`src/rtl/instruction_sequencer_if.sv`:
```
// Control/status bundle between the instruction sequencer and the datapath it steers.
// The master side is the sequencer; the slave side supplies Run/Opcode and consumes controls.
interface instruction_sequencer_if;
  logic       Run;
  logic [3:0] Opcode;
  logic       EnablePC;
  logic       IncPC;
  logic       LoadMAR;
  logic       EnableRAM;
  logic       LatchInstrReg;
  logic       EnableInstrReg;
  logic       ClearInstrReg;
  logic       LoadAcc;
  logic       EnableAcc;
  logic       LoadB;
  logic       EnableALU;
  logic       Sub;
  logic       LoadOut;
  logic       Halted;
  logic [2:0] TState;

  modport master (
    input  Run, Opcode,
    output EnablePC, IncPC, LoadMAR, EnableRAM, LatchInstrReg, EnableInstrReg, ClearInstrReg,
           LoadAcc, EnableAcc, LoadB, EnableALU, Sub, LoadOut, Halted, TState
  );

  modport slave (
    output Run, Opcode,
    input  EnablePC, IncPC, LoadMAR, EnableRAM, LatchInstrReg, EnableInstrReg, ClearInstrReg,
           LoadAcc, EnableAcc, LoadB, EnableALU, Sub, LoadOut, Halted, TState
  );
endinterface

```
`src/rtl/instruction_sequencer.sv`:
```
// T-state sequencer for a small accumulator machine: fetch in T1-T3, execute LDA/ADD/SUB/OUT/HLT
// in T4-T6. Controls are decoded from the registered state and the live opcode only.
module instruction_sequencer (
  input logic MainClock,
  input logic Clear,
  instruction_sequencer_if.master bus
);

  typedef enum logic [2:0] {StIdle, StT1, StT2, StT3, StT4, StT5, StT6, StHalt} state_e;

  localparam logic [3:0] OpLda = 4'b0000;
  localparam logic [3:0] OpAdd = 4'b0001;
  localparam logic [3:0] OpSub = 4'b0010;
  localparam logic [3:0] OpOut = 4'b1110;
  localparam logic [3:0] OpHlt = 4'b1111;

  state_e state_q, state_d;
  state_e instr_end;
  logic   is_mem_op;
  logic   is_alu_op;

  assign is_mem_op = (bus.Opcode == OpLda) || (bus.Opcode == OpAdd) || (bus.Opcode == OpSub);
  assign is_alu_op = (bus.Opcode == OpAdd) || (bus.Opcode == OpSub);

  // Run is only consulted at fetch boundaries; an instruction past T1 always completes.
  assign instr_end = bus.Run ? StT1 : StIdle;

  always_ff @(posedge MainClock or posedge Clear) begin
    if (Clear) begin
      state_q <= StIdle;
    end else begin
      state_q <= state_d;
    end
  end

  always_comb begin
    state_d = state_q;
    case (state_q)
      StIdle: state_d = bus.Run ? StT1 : StIdle;
      StT1:   state_d = StT2;
      StT2:   state_d = StT3;
      StT3:   state_d = StT4;
      StT4: begin
        if (is_mem_op) begin
          state_d = StT5;
        end else if (bus.Opcode == OpHlt) begin
          state_d = StHalt;
        end else begin
          state_d = instr_end;
        end
      end
      StT5:   state_d = is_alu_op ? StT6 : instr_end;
      StT6:   state_d = instr_end;
      StHalt: state_d = StHalt;
      default: state_d = StIdle;
    endcase
  end

  always_comb begin
    bus.EnablePC       = 1'b0;
    bus.IncPC          = 1'b0;
    bus.LoadMAR        = 1'b0;
    bus.EnableRAM      = 1'b0;
    bus.LatchInstrReg  = 1'b0;
    bus.EnableInstrReg = 1'b0;
    bus.LoadAcc        = 1'b0;
    bus.EnableAcc      = 1'b0;
    bus.LoadB          = 1'b0;
    bus.EnableALU      = 1'b0;
    bus.Sub            = 1'b0;
    bus.LoadOut        = 1'b0;
    bus.Halted         = 1'b0;
    bus.TState         = 3'd0;
    case (state_q)
      StT1: begin
        bus.TState   = 3'd1;
        bus.EnablePC = 1'b1;
        bus.LoadMAR  = 1'b1;
      end
      StT2: begin
        bus.TState = 3'd2;
        bus.IncPC  = 1'b1;
      end
      StT3: begin
        bus.TState        = 3'd3;
        bus.EnableRAM     = 1'b1;
        bus.LatchInstrReg = 1'b1;
      end
      StT4: begin
        bus.TState = 3'd4;
        if (is_mem_op) begin
          bus.EnableInstrReg = 1'b1;
          bus.LoadMAR        = 1'b1;
        end else if (bus.Opcode == OpOut) begin
          bus.EnableAcc = 1'b1;
          bus.LoadOut   = 1'b1;
        end
      end
      StT5: begin
        bus.TState = 3'd5;
        if (bus.Opcode == OpLda) begin
          bus.EnableRAM = 1'b1;
          bus.LoadAcc   = 1'b1;
        end else if (is_alu_op) begin
          bus.EnableRAM = 1'b1;
          bus.LoadB     = 1'b1;
        end
      end
      StT6: begin
        bus.TState = 3'd6;
        if (is_alu_op) begin
          bus.EnableALU = 1'b1;
          bus.LoadAcc   = 1'b1;
          bus.Sub       = (bus.Opcode == OpSub);
        end
      end
      StHalt: bus.Halted = 1'b1;
      default: ;
    endcase
  end

  assign bus.ClearInstrReg = Clear;

endmodule
```
`src/flat_wrapper.sv`:
```
// flat-port wrapper written by rule: the top's interface ports become plain ports
module instruction_sequencer_flat 
  (MainClock, Clear, bus_Run, bus_Opcode, bus_EnablePC, bus_IncPC, bus_LoadMAR, bus_EnableRAM, bus_LatchInstrReg, bus_EnableInstrReg, bus_ClearInstrReg, bus_LoadAcc, bus_EnableAcc, bus_LoadB, bus_EnableALU, bus_Sub, bus_LoadOut, bus_Halted, bus_TState);
  instruction_sequencer_if bus_i ();
  input logic MainClock;
  input logic Clear;
  input wire logic [$bits(bus_i.Run)-1:0] bus_Run;
  input wire logic [$bits(bus_i.Opcode)-1:0] bus_Opcode;
  output wire logic [$bits(bus_i.EnablePC)-1:0] bus_EnablePC;
  output wire logic [$bits(bus_i.IncPC)-1:0] bus_IncPC;
  output wire logic [$bits(bus_i.LoadMAR)-1:0] bus_LoadMAR;
  output wire logic [$bits(bus_i.EnableRAM)-1:0] bus_EnableRAM;
  output wire logic [$bits(bus_i.LatchInstrReg)-1:0] bus_LatchInstrReg;
  output wire logic [$bits(bus_i.EnableInstrReg)-1:0] bus_EnableInstrReg;
  output wire logic [$bits(bus_i.ClearInstrReg)-1:0] bus_ClearInstrReg;
  output wire logic [$bits(bus_i.LoadAcc)-1:0] bus_LoadAcc;
  output wire logic [$bits(bus_i.EnableAcc)-1:0] bus_EnableAcc;
  output wire logic [$bits(bus_i.LoadB)-1:0] bus_LoadB;
  output wire logic [$bits(bus_i.EnableALU)-1:0] bus_EnableALU;
  output wire logic [$bits(bus_i.Sub)-1:0] bus_Sub;
  output wire logic [$bits(bus_i.LoadOut)-1:0] bus_LoadOut;
  output wire logic [$bits(bus_i.Halted)-1:0] bus_Halted;
  output wire logic [$bits(bus_i.TState)-1:0] bus_TState;
  assign bus_i.Run = bus_Run;
  assign bus_i.Opcode = bus_Opcode;
  assign bus_EnablePC = bus_i.EnablePC;
  assign bus_IncPC = bus_i.IncPC;
  assign bus_LoadMAR = bus_i.LoadMAR;
  assign bus_EnableRAM = bus_i.EnableRAM;
  assign bus_LatchInstrReg = bus_i.LatchInstrReg;
  assign bus_EnableInstrReg = bus_i.EnableInstrReg;
  assign bus_ClearInstrReg = bus_i.ClearInstrReg;
  assign bus_LoadAcc = bus_i.LoadAcc;
  assign bus_EnableAcc = bus_i.EnableAcc;
  assign bus_LoadB = bus_i.LoadB;
  assign bus_EnableALU = bus_i.EnableALU;
  assign bus_Sub = bus_i.Sub;
  assign bus_LoadOut = bus_i.LoadOut;
  assign bus_Halted = bus_i.Halted;
  assign bus_TState = bus_i.TState;
  instruction_sequencer u_core (.MainClock(MainClock), .Clear(Clear), .bus(bus_i));
endmodule
```
`config.mk`:
```
export PLATFORM = sky130hd
export DESIGN_NAME = instruction_sequencer_flat
export DESIGN_NICKNAME = d
export VERILOG_FILES = /design/src/rtl/instruction_sequencer_if.sv /design/src/rtl/instruction_sequencer.sv /design/src/flat_wrapper.sv
export SDC_FILE = /design/constraint.sdc
export NUM_CORES = 1
export LEC_CHECK = 0
export ABC_AREA = 1
export BUFFER_PORTS_ARGS = -buffer_cell sky130_fd_sc_hd__buf_4
export CAP_MARGIN = 20
export CORE_AREA = 4 4 41 43
export DETAILED_ROUTE_END_ITERATION = 6
export DIE_AREA = 0 0 45 47
export MAX_ROUTING_LAYER = met4
export PLACE_DENSITY = 0.63
export RECOVER_POWER = 100
export SYNTH_ARGS = -nofsm -noshare
export SYNTH_HDL_FRONTEND = slang
export SYNTH_SLANG_ARGS = --single-unit
export TNS_END_PERCENT = 10
```
`constraint.sdc`:
```
create_clock -name MainClock -period 3.7 [get_ports MainClock]
set_clock_uncertainty 0.1 [all_clocks]
set_input_delay 0.37 -clock MainClock [delete_from_list [all_inputs] [get_ports MainClock]]
set_output_delay 0.37 -clock MainClock [all_outputs]
set_load 0.005 [all_outputs]
```
==> run_results.csv <==
group,metric,value,unit
timing,slew_headroom,81.5,%
status,outcome,"finished clean",
synth,ys.flop_type,"dfrtp_1",
floorplanning,coreArea,1300,sq um
hold_path,hold_path.class,"in2reg",
clock_network,path_clk_slew,40,ps
synth,yosys.area_share.simple,45.6,%
setup_path,cp-start-kind,"flop",
power_and_ir_drop,ir_drop,65.4,uV
cells_and_area,top_register,"u_core.state_q",
synth,syn_area,370,sq um
cells_and_area,largest_reg_flops,3,
grt,grt_pass1_wl,1.57,mm
synth,async_reset_ff_share,100,%
synth,synth_top_area_cell,"dfrtp_1",
clock_network,cts_buffer_depth,2,
synth,synth_xor_area_share,0,%
detailed_routing,drt_iter0_markers,5,
synth,synth_compound_area_share,8.78,%
timing,worst_slack,1690,ps
grt,grt_pass1_vias,406,
timing,layout_min_cycle_time,2010,ps
grt,gr-total-overflow,0,
detailed_routing,routed-via-count,433,
setup_path,r2r_cells,7,
clock_network,cts.htree.levels,1,
synth,synth_fa_ha_area_share,0,%
clock_network,cts_inserted_buffers,3,
setup_path,path_max_fanout,6,
detailed_routing,drt-total-wl,971,microns
power_and_ir_drop,power.leakage,0.338,nW
timing,hold_viol,0,
timing,setup_viol,0,
timing,fmax,498,MHz
synth,synth_seq_area_share,20.3,%
setup_path,path_class,"reg2out",
cells_and_area,num-nets-final,95,
floorplanning,die_x,45,microns
detailed_routing,dr.pass1.iters,4,
hold_path,whs_path_depth,3,
grt,grt_max_degree,11,
synth,yosys_warnings,0,
synth,ys_types,17,
clock_network,cts_tree,"yes",
clock_network,cts.sinks,3,
synth,synthMuxAreaShare,0,%
synth,ys_ff_latch,3,
floorplanning,fp.dieH,47,microns
setup_path,end_kind,"primary output",
timing,fin_hold_ws,230,ps
synth,synth_area_leaders,"dfrtp_1, nand2_1, inv_1, nand3_1, buf_6",
synth,syn_inst,63,
grt,antenna_found_initial,0,
setup_path,crit_arrival,1540,ps
timing,rsz0062_at_grt,"false",
timing,tightestPinTransition,277,ps
detailed_routing,routedWlPerCell,9.52,microns
synth,synth_top_area_share,20.3,%
clock_network,root_buffer,"clkbuf_4",
place,port_buffers,23,
timing,report.final.slew_viol_count,0,
cells_and_area,syn_to_final_growth,48.0,%
synth,syn-num-nets,70,
synth,synth_top_family_by_area,"simple AND/OR/NAND/NOR gates",
setup_path,crit_required,3230,ps
run,cap_violations,0,
synth,yosysMostFrequentCell,"nand2_1",
synth,avgSynthCellArea,5.88,sq um
detailed_routing,route.detailed.drc,0,
clock_network,clk_latency,240,ps
cells_and_area,antennaDiodeCount,0,
power_and_ir_drop,powerDensity,197,nW/um^2
floorplanning,ios,24,
place,hpwl,777,microns
synth,synthTopCellsByCount,"nand2_1, inv_1, nand3_1",
place,gp_congestion,0.729,
grt,grt_use_total,10.2,%
timing,fin_setup_tns,0,ps
place,pre_cts_ws,2070,ps
detailed_routing,vias_per_cell,4.25,
cells_and_area,largestRegisters,"u_core.state_q x3",
floorplanning,rows,13,
synth,synth_edf_count,0,
detailed_routing,ant_nets,0,
floorplanning,die-area,2120,sq um
cells_and_area,drive_above_1_share,35.6,%
timing,timing.final.crit_share,54.3,%
floorplanning,start_util,28.5,%
repair_timing:
item,CTS,global route
gates resized for setup,0,0
hold endpoints to repair,3,0
setup buffers,0,0
hold buffers,1,0
report_power, final:
part / leakage [nW] / internal [mW] / switching, mW
Clock: 0.0150 / 0.0407 / 0.0213
Combinational: 0.297 / 0.00670 / 0.00619
Sequential: 0.0262 / 0.0330 / 0
worst paths after layout:
path | slack, ps | end | from
min reg2reg | 600 | u_core.state_q[2]$_DFF_PP0_ | u_core.state_q[0]$_DFF_PP0_
min | 230 | u_core.state_q[0]$_DFF_PP0_ | bus_Run
min in group asynchronous | 450 | u_core.state_q[0]$_DFF_PP0_ | Clear
max in group asynchronous | 2920 | u_core.state_q[2]$_DFF_PP0_ | Clear
max | 1690 | bus_EnableAcc | u_core.state_q[0]$_DFF_PP0_
max reg2reg | 2430 | u_core.state_q[0]$_DFF_PP0_ | u_core.state_q[2]$_DFF_PP0_
cells by family (layout without fill, tap and decap cells):
kind of cell / after synthesis / count (layout)
AOI/OAI and AO/OA: 6 / 6
buffers and inverters: 19 / 43
and+or+nand+nor: 35 / 35
DFF: 3 / 3
placed cells by master (no fill, tap or decap), types with 2 or more instances in the layout:
master,instances
nand2_1,16
dfrtp_1,3
a21oi_1,3
clkbuf_4,18
nor2_1,7
inv_1,13
o22ai_1,2
inv_2,2
nand4_1,2
nand3_1,6
buf_4,8
metal layers:
metal | global-route usage [%] | vias to the layer above | wire, microns
met5 | - | - | 0
met2 | 15.5 | 18 | 432
met3 | 1.15 | 3 | 78
met4 | 5.26 | 0 | 16
li1 | - | 240 | -
met1 | 13.2 | 172 | 443
metrics by stage:
step | utilization [%] | std cells | total power, mW | cell area (sq um)
after floorplan | - | 63 | 0.0393 | 370
after global placement | 40.3 | 97 | 0.0457 | 524
after detailed placement | 40.3 | 97 | 0.0456 | 524
after CTS | 43.1 | 102 | 0.107 | 561
after global routing | 42.1 | 102 | 0.111 | 548
final | 42.1 | 102 | 0.108 | 548
cell type report:
type	instances	area, sq um
fillers	151	753
well taps	15	18.8
repair buffers	24	183
flip-flops and latches	3	75.1
inverters	15	56.3
clock buffers	4	26.3
multi-input cells	41	189
critical path: stages, from the launching register on:
cell and delay [ps]:
dfrtp_1 430, inv_2 110, nand2_1 50, nor2_1 210
nand2_1 80, nor3_1 210, clkbuf_4 190
Power figures use the tool's default switching activity.
